===== src/rtl/bulls_cows_ctrl_pkg.sv =====
// Shared definitions for the Bulls & Cows controller and its text-overlay decoder.
package bulls_cows_ctrl_pkg;

  localparam int unsigned DIGIT_W     = 4;
  localparam int unsigned NUM_SLOTS   = 3;
  localparam int unsigned BUF_W       = DIGIT_W * NUM_SLOTS;
  localparam int unsigned MAX_TRY_DEF = 10;

  localparam logic [DIGIT_W-1:0] EMPTY_SLOT = 4'hF;
  localparam logic [BUF_W-1:0]   EMPTY_BUF  = {NUM_SLOTS{EMPTY_SLOT}};

  typedef enum logic [2:0] {
    ST_IDLE   = 3'd0,
    ST_SECRET = 3'd1,
    ST_PLAY   = 3'd2,
    ST_SCORE  = 3'd3,
    ST_WIN    = 3'd4,
    ST_LOSE   = 3'd5
  } state_t;

  // True when the three packed digits are pairwise different.
  function automatic logic all_distinct(input logic [BUF_W-1:0] v);
    return (v[11:8] != v[7:4]) && (v[11:8] != v[3:0]) && (v[7:4] != v[3:0]);
  endfunction

endpackage


===== src/rtl/bc_score.sv =====
// Combinational scorer: A counts same-position matches, B counts cross-position matches.
module bc_score (
  input  logic [11:0] secret,
  input  logic [11:0] guess,
  output logic [1:0]  a,
  output logic [1:0]  b
);

  // Both operands hold distinct digits, so neither sum can exceed 3.
  assign a = 2'(secret[11:8] == guess[11:8]) +
             2'(secret[7:4]  == guess[7:4])  +
             2'(secret[3:0]  == guess[3:0]);

  assign b = 2'(secret[11:8] == guess[7:4])  +
             2'(secret[11:8] == guess[3:0])  +
             2'(secret[7:4]  == guess[11:8]) +
             2'(secret[7:4]  == guess[3:0])  +
             2'(secret[3:0]  == guess[11:8]) +
             2'(secret[3:0]  == guess[7:4]);

endmodule


===== src/rtl/bulls_cows_ctrl.sv =====
// Bulls & Cows game controller: keypad entry buffer, secret/guess latching,
// one-cycle scoring and win/lose tracking. All outputs come straight from flops.
module bulls_cows_ctrl
  import bulls_cows_ctrl_pkg::*;
#(
  parameter int unsigned MAX_TRY   = MAX_TRY_DEF,
  parameter int unsigned DIGIT_MAX = 9
) (
  input  logic       clk,
  input  logic       reset,
  input  logic [3:0] iDigit,
  input  logic       iDigitVld,
  input  logic       iBack,
  input  logic       iEnter,
  input  logic       iNewGame,
  output logic [3:0] oNum1,
  output logic [3:0] oNum2,
  output logic [3:0] oNum3,
  output logic [1:0] oA,
  output logic [1:0] oB,
  output logic [3:0] oTry,
  output logic [2:0] oState,
  output logic       oScoreRdy,
  output logic       oErr,
  output logic       oWin,
  output logic       oLose
);

  state_t            r_state, w_state_nxt;
  logic [2:0][3:0]   r_buf, w_buf_nxt;
  logic [1:0]        r_cnt, w_cnt_nxt;
  logic              r_stale, w_stale_nxt;
  logic [BUF_W-1:0]  r_secret, w_secret_nxt;
  logic [BUF_W-1:0]  r_guess, w_guess_nxt;
  logic [1:0]        r_a, w_a_nxt, r_b, w_b_nxt;
  logic [3:0]        r_try, w_try_nxt;
  logic              r_rdy, w_rdy_nxt, r_err, w_err_nxt;
  logic              r_win, w_win_nxt, r_lose, w_lose_nxt;
  logic [1:0]        w_a, w_b;
  logic              w_entry_ok;

  bc_score u_score (
    .secret (r_secret),
    .guess  (r_guess),
    .a      (w_a),
    .b      (w_b)
  );

  assign w_entry_ok = (r_cnt == 2'd3) && all_distinct(r_buf);

  // State and datapath registers
  always_ff @(posedge clk or negedge reset) begin
    if (!reset) begin
      r_state  <= ST_IDLE;
      r_buf    <= EMPTY_BUF;
      r_cnt    <= '0;
      r_stale  <= 1'b0;
      r_secret <= '0;
      r_guess  <= '0;
      r_a      <= '0;
      r_b      <= '0;
      r_try    <= '0;
      r_rdy    <= 1'b0;
      r_err    <= 1'b0;
      r_win    <= 1'b0;
      r_lose   <= 1'b0;
    end else begin
      r_state  <= w_state_nxt;
      r_buf    <= w_buf_nxt;
      r_cnt    <= w_cnt_nxt;
      r_stale  <= w_stale_nxt;
      r_secret <= w_secret_nxt;
      r_guess  <= w_guess_nxt;
      r_a      <= w_a_nxt;
      r_b      <= w_b_nxt;
      r_try    <= w_try_nxt;
      r_rdy    <= w_rdy_nxt;
      r_err    <= w_err_nxt;
      r_win    <= w_win_nxt;
      r_lose   <= w_lose_nxt;
    end
  end

  // Next-state and output logic; strobe priority NewGame > Enter > Back > Digit
  always_comb begin
    w_state_nxt  = r_state;
    w_buf_nxt    = r_buf;
    w_cnt_nxt    = r_cnt;
    w_stale_nxt  = r_stale;
    w_secret_nxt = r_secret;
    w_guess_nxt  = r_guess;
    w_a_nxt      = r_a;
    w_b_nxt      = r_b;
    w_try_nxt    = r_try;
    w_rdy_nxt    = 1'b0;
    w_err_nxt    = 1'b0;

    if (iNewGame) begin
      w_state_nxt  = ST_SECRET;
      w_buf_nxt    = EMPTY_BUF;
      w_cnt_nxt    = '0;
      w_stale_nxt  = 1'b0;
      w_secret_nxt = '0;
      w_a_nxt      = '0;
      w_b_nxt      = '0;
      w_try_nxt    = '0;
    end else begin
      case (r_state)
        ST_IDLE: w_state_nxt = ST_SECRET;
        ST_SECRET, ST_PLAY: begin
          if (iEnter) begin
            if (!w_entry_ok) begin
              w_err_nxt = 1'b1;
            end else if (r_state == ST_SECRET) begin
              w_secret_nxt = r_buf;
              w_buf_nxt    = EMPTY_BUF;
              w_cnt_nxt    = '0;
              w_try_nxt    = '0;
              w_state_nxt  = ST_PLAY;
            end else begin
              // The committed guess stays on display until the next digit arrives.
              w_guess_nxt = r_buf;
              w_stale_nxt = 1'b1;
              if (r_try < 4'(MAX_TRY)) w_try_nxt = r_try + 4'd1;
              w_state_nxt = ST_SCORE;
            end
          end else if (iBack) begin
            w_stale_nxt = 1'b0;
            case (r_cnt)
              2'd1:    w_buf_nxt[2] = EMPTY_SLOT;
              2'd2:    w_buf_nxt[1] = EMPTY_SLOT;
              2'd3:    w_buf_nxt[0] = EMPTY_SLOT;
              default: ;
            endcase
            if (r_cnt != 2'd0) w_cnt_nxt = r_cnt - 2'd1;
          end else if (iDigitVld) begin
            if (iDigit > 4'(DIGIT_MAX)) begin
              w_err_nxt = 1'b1;
            end else if (r_stale) begin
              w_buf_nxt   = {iDigit, EMPTY_SLOT, EMPTY_SLOT};
              w_cnt_nxt   = 2'd1;
              w_stale_nxt = 1'b0;
            end else if (r_cnt == 2'd3) begin
              w_err_nxt = 1'b1;
            end else begin
              case (r_cnt)
                2'd0:    w_buf_nxt[2] = iDigit;
                2'd1:    w_buf_nxt[1] = iDigit;
                default: w_buf_nxt[0] = iDigit;
              endcase
              w_cnt_nxt = r_cnt + 2'd1;
            end
          end
        end
        ST_SCORE: begin
          w_a_nxt   = w_a;
          w_b_nxt   = w_b;
          w_rdy_nxt = 1'b1;
          if (w_a == 2'd3)               w_state_nxt = ST_WIN;
          else if (r_try == 4'(MAX_TRY)) w_state_nxt = ST_LOSE;
          else                           w_state_nxt = ST_PLAY;
        end
        default: ;
      endcase
    end

    w_win_nxt  = (w_state_nxt == ST_WIN);
    w_lose_nxt = (w_state_nxt == ST_LOSE);
  end

  assign oNum1     = r_buf[2];
  assign oNum2     = r_buf[1];
  assign oNum3     = r_buf[0];
  assign oA        = r_a;
  assign oB        = r_b;
  assign oTry      = r_try;
  assign oState    = r_state;
  assign oScoreRdy = r_rdy;
  assign oErr      = r_err;
  assign oWin      = r_win;
  assign oLose     = r_lose;

endmodule


===== config.mk =====
export PLATFORM = sky130hd
export DESIGN_NAME = bulls_cows_ctrl
export DESIGN_NICKNAME = d
export VERILOG_FILES = /design/src/rtl/bulls_cows_ctrl_pkg.sv /design/src/rtl/bc_score.sv /design/src/rtl/bulls_cows_ctrl.sv
export SDC_FILE = /design/constraint.sdc
export NUM_CORES = 1
export LEC_CHECK = 0
export BUFFER_PORTS_ARGS = -buffer_cell sky130_fd_sc_hd__clkbuf_2
export CAP_MARGIN = 0
export CORE_MARGIN = 2
export CORE_UTILIZATION = 40
export DETAILED_ROUTE_END_ITERATION = 8
export GPL_ROUTABILITY_DRIVEN = 0
export HOLD_SLACK_MARGIN = 0.06
export PLACE_DENSITY = 0.69
export SYNTH_ARGS = -nofsm -noshare
export SYNTH_HDL_FRONTEND = slang
export SYNTH_HIERARCHICAL = 1
export SYNTH_SLANG_ARGS = --single-unit

===== constraint.sdc =====
create_clock -name clk -period 8.1 [get_ports clk]
set_clock_uncertainty 0.05 [all_clocks]
set_input_delay 0.405 -clock clk [delete_from_list [all_inputs] [get_ports clk]]
set_output_delay 0.405 -clock clk [all_outputs]
set_load 0.005 [all_outputs]

After elaboration in Yosys (flattened, before gate mapping)
Index checks and enable logic that the tools add are counted.
Storage, ports and cells
  output and inout bits: 27
  input bits: 10
  bits in registers: 54
  word-level logic and storage cells: 154
Operators by class
  equality and inequality tests: 32
  bitwise operators: 2
  reduce and logical (&&, ||, !) cells: 25
  magnitude comparators: 2
  multiplexer cells: 68
  add/sub/neg operators: 10
Operator list (number)
  12-bit 2-to-1 mux: 15
  4-bit 2-to-1 mux: 12
  4-bit == test: 9
  2-bit 2-to-1 mux: 15
  8-bit AND reduction: 3
  1-bit 2-to-1 mux: 20
  4-bit by 1-bit != test with 1-bit output, second input constant: 4
  3-bit 2-to-1 mux: 5
  4-bit != test: 3
  2-bit nonzero test: 6
  2-bit by 1-bit adder with 2-bit output: 5
  5-bit AND reduction: 2
  5-bit nonzero test: 2
  3-bit case mux with 3 select lines: 1
  4-bit AND reduction: 2
  7-bit AND reduction: 1
  2-bit == test, second input constant: 3
  3-bit by 2-bit == test with 1-bit output, second input constant: 2
  3-bit == test, second input constant: 2
  3-bit by 1-bit != test with 1-bit output, second input constant: 2
  5-bit by 1-bit != test with 1-bit output, second input constant: 1
  5-bit != test, second input constant: 1
  1-bit by 1-bit adder with 2-bit output: 2
  4-bit by 1-bit adder with 4-bit output, second input constant: 1
  16 further kinds: 20

Logic depth before layout (Yosys ltp)
Gate-level depths: netlist of the first run.
  depth in word-level cells: 11
  gate-level depth with buffers: 10
  gate-level depth less buffers: 10

Cells and area by module
The synthesis of the first run kept the hierarchy.
Modules (own cells, without submodules)
  bulls_cows_ctrl: sequential area each 1366.3 sq um, instances 1, area an instance 2930.3 sq um, cells an instance 265
  bc_score: sequential area each 0.0 sq um, instances 1, area an instance 490.5 sq um, cells an instance 52

Worst setup path before layout of the first run
Ideal clock, no wire load.
  path type: register to register
  start point: register r_guess[7]
  end point: register r_b[1], in the netlist oB[1]
  slack: 5.518 ns
  cell stages (with the launch flop): 11
  buffers on the path: 0
  period minus slack after synthesis: 2.582 ns
  required time: 7.972 ns
  library setup time: 0.078 ns
  arrival: 2.454 ns
  cells stage by stage: dfrtp_1 > xnor2_1 > nand4_1 > fa_1 > fa_1 > inv_1 > ha_1 > xnor2_1 > xnor2_1 > nand3_1 > a21oi_1
On the way
  cells in the longest elaborated chain, start to end: 8
  elaborated cells on any way between the ends: 9
  classes of those cells: add/sub: 5; eq/ne: 2; mux: 2
Ends and longest elaborated chain
  start, declared: RTL line bulls_cows_ctrl.sv:34  | logic [BUF_W-1:0] r_guess, w_guess_nxt;
  start signal, assigned: RTL line bulls_cows_ctrl.sv:73  | r_guess <= w_guess_nxt;
  4-bit == test: RTL line bc_score.sv:14  | assign b = 2'(secret[11:8] == guess[7:4]) +
  1-bit by 1-bit adder with 2-bit output: RTL line bc_score.sv:14
  2-bit by 1-bit adder with 2-bit output: RTL line bc_score.sv:15  | 2'(secret[11:8] == guess[3:0]) +
  2-bit by 1-bit adder with 2-bit output: RTL line bc_score.sv:16  | 2'(secret[7:4] == guess[11:8]) +
  2-bit by 1-bit adder with 2-bit output: RTL line bc_score.sv:17  | 2'(secret[7:4] == guess[3:0]) +
  2-bit by 1-bit adder with 2-bit output (*): RTL line bc_score.sv:18  | 2'(secret[3:0] == guess[11:8]) +
  net w_b[1]: RTL line bulls_cows_ctrl.sv:39  | logic [1:0] w_a, w_b;
  2-bit 2-to-1 mux (*): RTL line bulls_cows_ctrl.sv:108  | case (r_state)
  2-bit 2-to-1 mux (*): RTL line bulls_cows_ctrl.sv:98  | if (iNewGame) begin
  end signal, assigned: RTL line bulls_cows_ctrl.sv:75  | r_b <= w_b_nxt;
  end, declared: RTL line bulls_cows_ctrl.sv:35  | logic [1:0] r_a, w_a_nxt, r_b, w_b_nxt;
Mark *: on every way through the listed nets, which the timed path passes. The rest lies on a longest branch. The select of a mux whose other input is x is not followed.
A chain may end at the register's enable or synchronous reset.

Worst setup path in the final report of the first run
  start point: register r_secret[0]
  end point: register r_b[1], in the netlist oB[1]
On the way
  cells in the longest elaborated chain, start to end: 5
  elaborated cells on any way between the ends: 6
  classes of those cells: add/sub: 2; eq/ne: 2; mux: 2
Ends and longest elaborated chain
  start, declared: RTL line bulls_cows_ctrl.sv:33  | logic [BUF_W-1:0] r_secret, w_secret_nxt;
  start signal, assigned: RTL line bulls_cows_ctrl.sv:72  | r_secret <= w_secret_nxt;
  4-bit == test: RTL line bc_score.sv:18
  2-bit by 1-bit adder with 2-bit output: RTL line bc_score.sv:17
  2-bit by 1-bit adder with 2-bit output (*): RTL line bc_score.sv:18
  net w_b[1]: RTL line bulls_cows_ctrl.sv:39
  2-bit 2-to-1 mux (*): RTL line bulls_cows_ctrl.sv:108
  2-bit 2-to-1 mux (*): RTL line bulls_cows_ctrl.sv:98
Marks and branches as above.

==> impl_results.md, run 1 <==
* Crit path DAT at ~3 ns
* Clock buffer depth at 2
* Clk sink count at 54
* Synth-to-layout area growth at 10.4%
* Final setup fails at 0
* Grt total ovfl at 0
* Mapped cell area at 3420 µm²
* FMAX at 0.354 GHz
* Via/cell ratio at 5.47
* Post-route insts no fill at 455
* CP max-delay cell: fa_1
* Num ports at 37
* Drt first pass iters at 4
* Num CTS Buffers at 5
* Worst hold slack at 0.170 ns
* Initial antenna violation count at 0
* Crit end category: flop
* Largest net degree at the start of global routing at 55
* Core area at 8260 µm²
* First-pass GRT wire length at 13000 µm
* Crit path max fanout at 4
* Dpl cell area at 3670 µm²
* RSZ-0062 raised after global routing: false
* CP bufs+invs at 1
* Cells after Synth at 317
* Routed length per placed instance at roughly 17 µm
* Relative slew slack at 27.1%
* Worst hold path class: in2async
* Setup Slack @ Placement at between 5 and 6 ns
* # rows at 33
* WS Path Type: reg2reg
* Worst path most repeated cell: xnor2_1
* RR Endpoint: oB[1]
* Initial core utilization at about 41%
* Period minus WS final at 2.82 ns
* VDD IR max at 0.106 mV
* Pwr per Cell Area at 148 nW/µm²
* Worst path max stage delay at 0.55 ns
* Slew @ Worst Pin at 1.09 ns
* Die Ht at 96.5 µm
* HPWL Detailed at 5540 µm
* Via Count at approximately 2500
* Clock insertion delay at the later pin of the skew report at 0.31 ns
* Syn Nets at 337
* TNS Setup at 0 ns
* Fin crit share at 34.9%
* Status: finished clean
* Final worst slack at between 5 and 6 ns
* Startpoint types: flop
* Final core utilization at 45.7%
* Reg2reg path depth at 10
* Synthesized area per cell at approximately 11 µm²
* IO Port Bufs at 36
* Yosys warning total at 6
* # placed instances at 447
* Htree depth at 2
* Final hold viol count at 0
* Most frequent cells in the layout: dfrtp_1 (42), nand2_1 (40), clkbuf_2 (36), xnor2_1 (34), xor2_1 (16)
* DRC errors left at 0
* Yosys reg bits at 54
* DRT Wirelength at 7730 µm
* Vias in the first global route at 2539
* Total Routing Usage GR at 18.2%
* Design area at 3780 µm²
* Antenna Nets Post-Route at 0
* Library cells used by synthesis at 54
* Final net count at 369
* Die width at 96.5 µm
* Post-synthesis sequential area ratio at 39.9%
* Starting DRT DRC Count at between 100 and 150
* Most common cell after layout, fill and taps aside: dfrtp_1
* CP top delay family: adder cells
* Total leakage power at 1.71 nW
* CTS Root Cell: clkbuf_8
* Post-CTS Resized at 0
* # Post-CTS Setup Buffers at 0
* Layout cells sized above 1 at 24.6%
* CTS clk-pin slew, worst paths at 0.10 ns
* Total Power at 0.559 mW
* CTS tree: yes
* Die area at 9310 µm²
* Max_cap viols at 0
* Reg2reg start: r_secret[0]
* Worst Path Required at 8.28 ns
* Worst R2R Setup Slack at 5.28 ns
* Ant diodes at 0
* Max Slew Vio Count at 0
* Post-CTS Hold Fix Bufs at 0
* Worst-path cell chain: xnor2_1 > nand4_1 > fa_1 > fa_1 > inv_1 > ha_1 > xnor2_1 > xnor2_1 > nand3_1 > a21oi_1
cells in the mapped netlist, drive strengths merged:
cell / number / area [µm²]
nor2: 13 / 48.8
o31ai: 3 / 22.5
nor4b: 1 / 15.0
nand2b: 12 / 75.1
nand4: 12 / 109
a41oi: 1 / 8.76
a32oi: 2 / 17.5
nand2: 40 / 150
xnor2: 34 / 298
nor4: 5 / 56.3
o22a: 7 / 61.3
and2: 1 / 6.26
a221o: 1 / 10.0
fa: 3 / 60.1
a21bo: 1 / 10.0
nor2b: 2 / 12.5
nor3b: 1 / 12.5
inv: 7 / 26.3
mux2i: 15 / 150
o211ai: 2 / 15.0
nand3b: 1 / 7.51
a21o: 2 / 15.0
o21ai: 3 / 15.0
and3: 1 / 6.26
o311ai: 5 / 43.8
o211a: 1 / 10.0
mux2: 17 / 225
a211oi: 1 / 7.51
nand3: 7 / 47.6
clkbuf: 3 / 11.3
and4: 1 / 8.76
nor3: 8 / 56.3
dfrtp: 42 / 1050
a22oi: 1 / 7.51
xor2: 16 / 140
dfstp: 12 / 315
buf: 9 / 61.3
a31oi: 5 / 67.6
ha: 7 / 87.6
a21oi: 12 / 71.3
kinds of logic after synthesis:
logic type               share of synthesized area (%)
AND/OR/NAND/NOR                                   17.9
AO/OA/AOI/OAI                                     11.2
buffers and inverters                             2.89
flip-flops                                        39.9
adder cells (fa/ha/maj)                           4.32
multiplexers                                      11.0
XOR/XNOR                                          12.8
sequential cells by signal (all words and copies together), names as in the netlist, 2 cells and up:
register and flops:
oA 2, oB 2, oNum1 4, oNum2 4, oNum3 4, oState 3
oTry 4, r_cnt 2, r_guess 12, r_secret 12
layer usage:
metal  vias up  GRT usage (%)  part of all wire (%)
met5         -              0                     0
met1      1222           24.7                    46
met2        64           30.8                    50
met3         9           2.48                   3.5
met4         0           4.81                   1.1
li1       1192              -                     -
worst max-delay path by stage:
stage	end	startpoint	cells after the start
2_1_floorplan	oB[1]	r_guess[7]	10
6_report	oB[1]	r_secret[0]	10
4_1_cts	oB[1]	r_secret[0]	10
3_5_place_dp	oB[1]	r_secret[0]	10
3_3_place_gp	oB[1]	r_secret[0]	10
5_1_grt	oB[1]	r_secret[0]	10
worst reg2reg max path, cell delays in order (launching register included):
cell and delay, ns:
dfrtp_1 0.47, xnor2_1 0.24, nand4_1 0.15, fa_1 0.52, fa_1 0.55, inv_1 0.04
ha_1 0.19, xnor2_1 0.16, xnor2_1 0.13, nand3_1 0.09, a21oi_1 0.15
cell type report:
type / instances / area (µm²)
clock inverters: 2 / 37.5
fillers: 774 / 4480
clock buffers: 6 / 72.6
flip-flops and latches: 54 / 1370
inverters: 7 / 26.3
multi-input cells: 244 / 1960
well taps: 105 / 131
repair buffers: 37 / 188
report_power, final:
group / internal (mW) / switching [mW] / total (mW)
combinational: 0.0356 / 0.0488 / 0.0844
clock: 0.0924 / 0.0924 / 0.185
sequential: 0.278 / 0.0120 / 0.290
total: 0.406 / 0.153 / 0.559
Power figures use the tool's default switching activity.
==> run 2: changes to the inputs <==
Clock period 8.1 ns to 2.6 ns, I/O delays scaled along.
==> impl_results.md, run 2 (same netlist as run 1, synthesis figures left out) <==
* # placed instances at 473 (was 447)
* Total Routing Usage GR at 18.0% (was 18.2%)
* TNS Setup at -0.114 ns (was 0 ns)
* CP bufs+invs at 1 (unchanged)
* Max_cap viols at 0 (unchanged)
* Clock power share at 31.8% (was 33.0%)
* # rows at 33 (unchanged)
* Die area at 9310 µm² (unchanged)
* Via Count at 2618 (was 2487)
* Initial antenna violation count at 0 (unchanged)
* Internal power at 1.28 mW (was 0.406 mW)
* RSZ-0062 raised after global routing: true (was false)
* RR Endpoint: oB[1] (unchanged)
* Core area at 8260 µm² (unchanged)
* Crit end category: flop (unchanged)
* Antenna Nets Post-Route at 0 (unchanged)
* FMAX at 0.369 GHz (was 0.354 GHz)
* Layout cells sized above 1 at 32.6% (was 24.6%)
* Sw frac at 26.7% (was 27.4%)
* Total leakage power at 1.91 nW (was 1.71 nW)
* Period minus WS final at 2.71 ns (was 2.82 ns)
* Clk sink count at 54 (unchanged)
* Die Ht at 96.5 µm (unchanged)
* Vias in the first global route at 2619 (was 2539)
* Ant diodes at 0 (unchanged)
* Pwr per Cell Area at 423 nW/µm² (was 148 nW/µm²)
* Status: complete, but fails checks (was finished clean)
* GRT met2 Usage at 31.1% (was 30.8%)
* Clock buffer depth at 2 (unchanged)
* GR peak layer: met2 (unchanged)
* Final setup fails at 1 (was 0)
* M3 GR Usage at 2.33% (was 2.48%)
* CP max-delay cell: fa_1 (unchanged)
* Reg2reg path depth at 10 (unchanged)
* CTS tree: yes (unchanged)
* Reg2reg start: r_guess[6] (was r_secret[0])
* Drt first pass iters at 4 (unchanged)
* WS Path Type: reg2reg (unchanged)
* Routed length per placed instance at 16.0 µm (was 17.0 µm)
* Crit path DAT at 2.89 ns (was 3.01 ns)
* DRT Wirelength at 7820 µm (was 7730 µm)
* IO Port Bufs at 36 (unchanged)
* Crit path launch: r_guess[6] (was r_secret[0])
* Fin crit share at 104% (was 34.9%)
* Worst hold path class: in2reg (was in2async)
* Grt total ovfl at 0 (unchanged)
* Worst-path cell chain: xnor2_1 > nand4_1 > fa_1 > fa_1 > inv_1 > ha_2 > xnor2_2 > xnor2_1 > nand3_1 > a21oi_2 (was xnor2_1 > nand4_1 > fa_1 > fa_1 > inv_1 > ha_1 > xnor2_1 > xnor2_1 > nand3_1 > a21oi_1)
* Reg power frac at 51.6% (was 51.9%)
* VDD IR max at 0.276 mV (was 0.106 mV)
* Clock insertion delay at the later pin of the skew report at 0.30 ns (was 0.31 ns)
* CTS clk-pin slew, worst paths at 0.09 ns (was 0.10 ns)
* Failing checks: setup timing
* Starting DRT DRC Count at 186 (was 124)
* Initial core utilization at 41.4% (unchanged)
* Num ports at 37 (unchanged)
* Worst Path Required at 2.78 ns (was 8.28 ns)
* CTS Root Cell: clkbuf_8 (unchanged)
* CP top delay family: adder cells (unchanged)
* Most frequent cells in the layout: dfrtp_1 (41), nand2_1 (40), clkbuf_2 (36), xnor2_1 (31), buf_4 (25) (was dfrtp_1 (42), nand2_1 (40), clkbuf_2 (36), xnor2_1 (34), xor2_1 (16))
* Largest net degree at the start of global routing at 30 (was 55)
* Startpoint types: flop (unchanged)
* Crit path max fanout at 3 (was 4)
* Final hold viol count at 0 (unchanged)
* Num CTS Buffers at 5 (unchanged)
* Worst R2R Setup Slack at -0.11 ns (was 5.28 ns)
* Die width at 96.5 µm (unchanged)
* Relative slew slack at 50.1% (was 27.1%)
* Worst setup path end: oB[1] (unchanged)
* Max Slew Vio Count at 0 (unchanged)
* Most common cell after layout, fill and taps aside: dfrtp_1 (unchanged)
* Global Route met1 Usage at 24.3% (was 24.7%)
* HPWL Detailed at 5940 µm (was 5540 µm)
* First-pass GRT wire length at 13000 µm (about the same)
* Largest regs: r_guess x12, r_secret x12 (unchanged)
* Slew @ Worst Pin at 0.742 ns (was 1.09 ns)
* Final net count at 403 (was 369)
* Comb pwr share at 16.5% (was 15.1%)
* Switch Pwr at 0.466 mW (was 0.153 mW)
* Via/cell ratio at 5.35 (was 5.47)
* Worst path max stage delay at 0.50 ns (was 0.55 ns)
* Htree depth at 2 (unchanged)
* Critical path depth at 10 (unchanged)
* DRC errors left at 0 (unchanged)
* Post-route insts no fill at 489 (was 455)
* Setup Slack @ Placement at -0.157 ns (was 5.31 ns)
* Final worst slack at -0.114 ns (was 5.28 ns)
* Synth-to-layout area growth at 20.7% (was 10.4%)
-- run 2: worst min-delay path by stage --
stage,start,end,slack [ns],cells after the start
6_report,iEnter,r_cnt[1],0.13,2
3_3_place_gp,reset,r_guess[1],0.15,1
5_1_grt,iEnter,r_cnt[1],0.14,2
2_1_floorplan,reset,oA[0],-0.22,0
4_1_cts,iEnter,r_cnt[1],0.11,2
3_5_place_dp,reset,r_guess[1],0.16,1
-- run 2: metrics by stage --
step	cell area [µm²]	hold slack (ns)	power [mW]	utilization, %
2_1_floorplan	3420	-0.216	1.10	-
3_3_place_gp	3870	0.150	1.18	46.9
3_5_place_dp	3870	0.161	1.19	46.9
4_1_cts	4050	0.114	1.76	49.1
5_1_grt	4130	0.141	1.84	50.0
6_report	4130	0.127	1.74	50.0
-- run 2: final cells by class --
type                            instances  area, µm²
Clock buffer                            5       68.8
Timing Repair Buffer                   71        483
Tap cell                              105        131
Sequential cell                        54       1370
Clock inverter                          3       40.0
Inverter                                7       26.3
Multi-Input combinational cell        244       2010
Fill cell                             755       4130
-- run 2: metal layers --
metal | wire length, µm | vias up
li1 | - | 1249
met1 | 3550 | 1296
met2 | 3840 | 63
met3 | 289 | 10
met4 | 140 | 0
met5 | 0 | -
-- run 2: what timing repair did --
action / CTS / global route
setup buffers: 1 / 2
pin swaps: 9 / 4
hold buffers: 5 / 0
endpoints found under the setup margin: 1 / 5
endpoints found under the hold margin: 18 / 0
gates resized for setup: 2 / 13
-- run 2: power by group through the flow --
| stage | clock network [mW] | logic [mW] | registers, mW |
|---|---|---|---|
| 2_1_floorplan | 0 | 0.191 | 0.908 |
| 4_1_cts | 0.576 | 0.288 | 0.901 |
| 3_5_place_dp | 0 | 0.274 | 0.917 |
| 6_report | 0.555 | 0.289 | 0.901 |
| 5_1_grt | 0.609 | 0.322 | 0.905 |
| 3_3_place_gp | 0 | 0.267 | 0.917 |
==> run 3: changes to the inputs <==
Settings changed: PLACE_DENSITY 0.69 to 0.62.
==> impl_results.md, run 3 (same netlist as run 1, synthesis figures left out) <==
* Pwr per Cell Area at 410 nW/µm² (was 423 nW/µm²)
* Htree depth at 2 (unchanged)
* Status: complete, but fails checks (unchanged)
* Setup Slack @ Placement at -0.106 ns (was -0.157 ns)
* Ant diodes at 0 (unchanged)
* Num CTS Buffers at 5 (unchanged)
* TNS Setup at -0.0363 ns (was -0.114 ns)
* DRT Wirelength at 8110 µm (was 7820 µm)
* IO Port Bufs at 36 (unchanged)
* Clk sink count at 54 (unchanged)
* Max Slew Vio Count at 0 (unchanged)
* RSZ-0062 raised after global routing: true (unchanged)
* WS Path Type: reg2reg (unchanged)
* Antenna Nets Post-Route at 0 (unchanged)
* Crit path DAT at 2.83 ns (was 2.89 ns)
* Max_cap viols at 0 (unchanged)
* Total Routing Usage GR at 18.8% (was 18.0%)
* Final net count at 405 (was 403)
* Clock insertion delay at the later pin of the skew report at 0.31 ns (was 0.30 ns)
* Most frequent cells in the layout: nand2_1 (40), dfrtp_1 (40), clkbuf_2 (36), buf_4 (30), xnor2_1 (28) (was dfrtp_1 (41), nand2_1 (40), clkbuf_2 (36), xnor2_1 (31), buf_4 (25))
* Largest net degree at the start of global routing at 29 (was 30)
* Core area at 8260 µm² (unchanged)
* CTS tree: yes (unchanged)
* Final hold viol count at 0 (unchanged)
* DRC errors left at 0 (unchanged)
* VDD IR max at 0.313 mV (was 0.276 mV)
* Vias in the first global route at 2579 (was 2619)
* Num ports at 37 (unchanged)
* Via Count at 2591 (was 2618)
* Die area at 9310 µm² (unchanged)
* Drt first pass iters at 6 (was 4)
* First-pass GRT wire length at 13400 µm (was 13000 µm)
* FMAX at 0.379 GHz (was 0.369 GHz)
* Die width at 96.5 µm (unchanged)
* Filler Cell Count at 772 (was 755)
* Starting DRT DRC Count at 104 (was 186)
* Slew @ Worst Pin at 0.798 ns (was 0.742 ns)
* Initial core utilization at 41.4% (unchanged)
* Design area at 4130 µm² (about the same)
* CTS clk-pin slew, worst paths at 0.10 ns (was 0.09 ns)
* HPWL Detailed at 5970 µm (was 5940 µm)
* Worst Path Required at 2.79 ns (was 2.78 ns)
* Startpoint types: flop (unchanged)
* Die Ht at 96.5 µm (unchanged)
* # rows at 33 (unchanged)
* Total leakage power at 1.91 nW (about the same)
* Failing checks: setup timing (unchanged)
* Via/cell ratio at 5.28 (was 5.35)
* Synth-to-layout area growth at 20.6% (was 20.7%)
* Routed length per placed instance at 16.5 µm (was 16.0 µm)
* Period minus WS final at 2.64 ns (was 2.71 ns)
* Layout cells sized above 1 at 32.6% (about the same)
* Worst hold path class: in2reg (unchanged)
* CTS Root Cell: clkbuf_8 (unchanged)
* Crit end category: flop (unchanged)
* Final worst slack at -0.0363 ns (was -0.114 ns)
* Crit path max fanout at 3 (unchanged)
* Grt total ovfl at 0 (unchanged)
* Relative slew slack at 46.3% (was 50.1%)
* Initial antenna violation count at 0 (unchanged)
* Clock buffer depth at 2 (unchanged)
* Fin crit share at 101% (was 104%)
* Largest regs: r_guess x12, r_secret x12 (unchanged)
* Final setup fails at 1 (unchanged)
* Dpl cell area at 3880 µm² (was 3870 µm²)
[run 3: cell count changes in the layout (fill, tap and decap cells not counted), sizes merged]
cell / before / now
buf: 30 / 31
bufinv: 1 / 0
clkbuf: 41 / 44
clkinv: 2 / 0
dlygate4sd3: 5 / 6
[run 3: power breakdown]
| group | internal, mW | switching [mW] | total, mW |
|---|---|---|---|
| Combinational | 0.134 | 0.165 | 0.298 |
| Clock | 0.218 | 0.274 | 0.492 |
| Sequential | 0.866 | 0.0352 | 0.902 |
| Total | 1.22 | 0.474 | 1.69 |
[run 3: worst max-delay path: stages (launching register included)]
cell and delay [ns]:
dfrtp_1 0.44, xnor2_1 0.18, nand4_1 0.15, fa_1 0.51
fa_1 0.49, inv_1 0.05, ha_2 0.19, xnor2_2 0.15
xnor2_1 0.13, nand3_1 0.09, a21oi_1 0.14
[run 3: routing by layer]
layer,up-vias,GRT usage [%],part of all wire (%)
met5,-,0,0
met2,50,31.7,49
li1,1264,-,-
met3,11,3.10,3.1
met4,0,3.99,1.3
met1,1266,25.5,47
[run 3: worst paths after layout]
check,startpoint,end,slack [ns],cells past startpoint
max,r_guess[5],oB[1],-0.04,10
max reg2reg,r_guess[5],oB[1],-0.04,10
min,iDigitVld,oErr,0.13,3
min reg2reg,oB[0],oB[0],0.48,2
max in group asynchronous,reset,oNum3[3],1.46,3
min in group asynchronous,reset,r_secret[5],0.36,2
[run 3: area by class of cell]
cell class | count | area [µm²] | share of cell area (%)
Tap cell | 105 | 131 | 3.18
Multi-Input combinational cell | 244 | 2020 | 49.0
Inverter | 7 | 26.3 | 0.637
Sequential cell | 54 | 1370 | 33.2
Clock buffer | 8 | 90.1 | 2.18
Timing Repair Buffer | 73 | 485 | 11.8
[run 3: stage by stage]
stage          utilization, %  hold WS, ns  std cells  power, mW
2_1_floorplan               -       -0.216        317       1.10
4_1_cts                  49.3        0.124        490       1.71
3_5_place_dp             47.0        0.190        474       1.19
5_1_grt                  50.0        0.141        491       1.78
6_report                 50.0        0.130        491       1.69
3_3_place_gp             47.0        0.183        474       1.19
[run 3: what timing repair did]
action                                 CTS  global route
resized for setup                        5             8
endpoints found under the hold margin   34             0
setup endpoints to repair                2             5
buffers inserted                         2             1
hold buffers                             6             0
pin swaps                               15            11
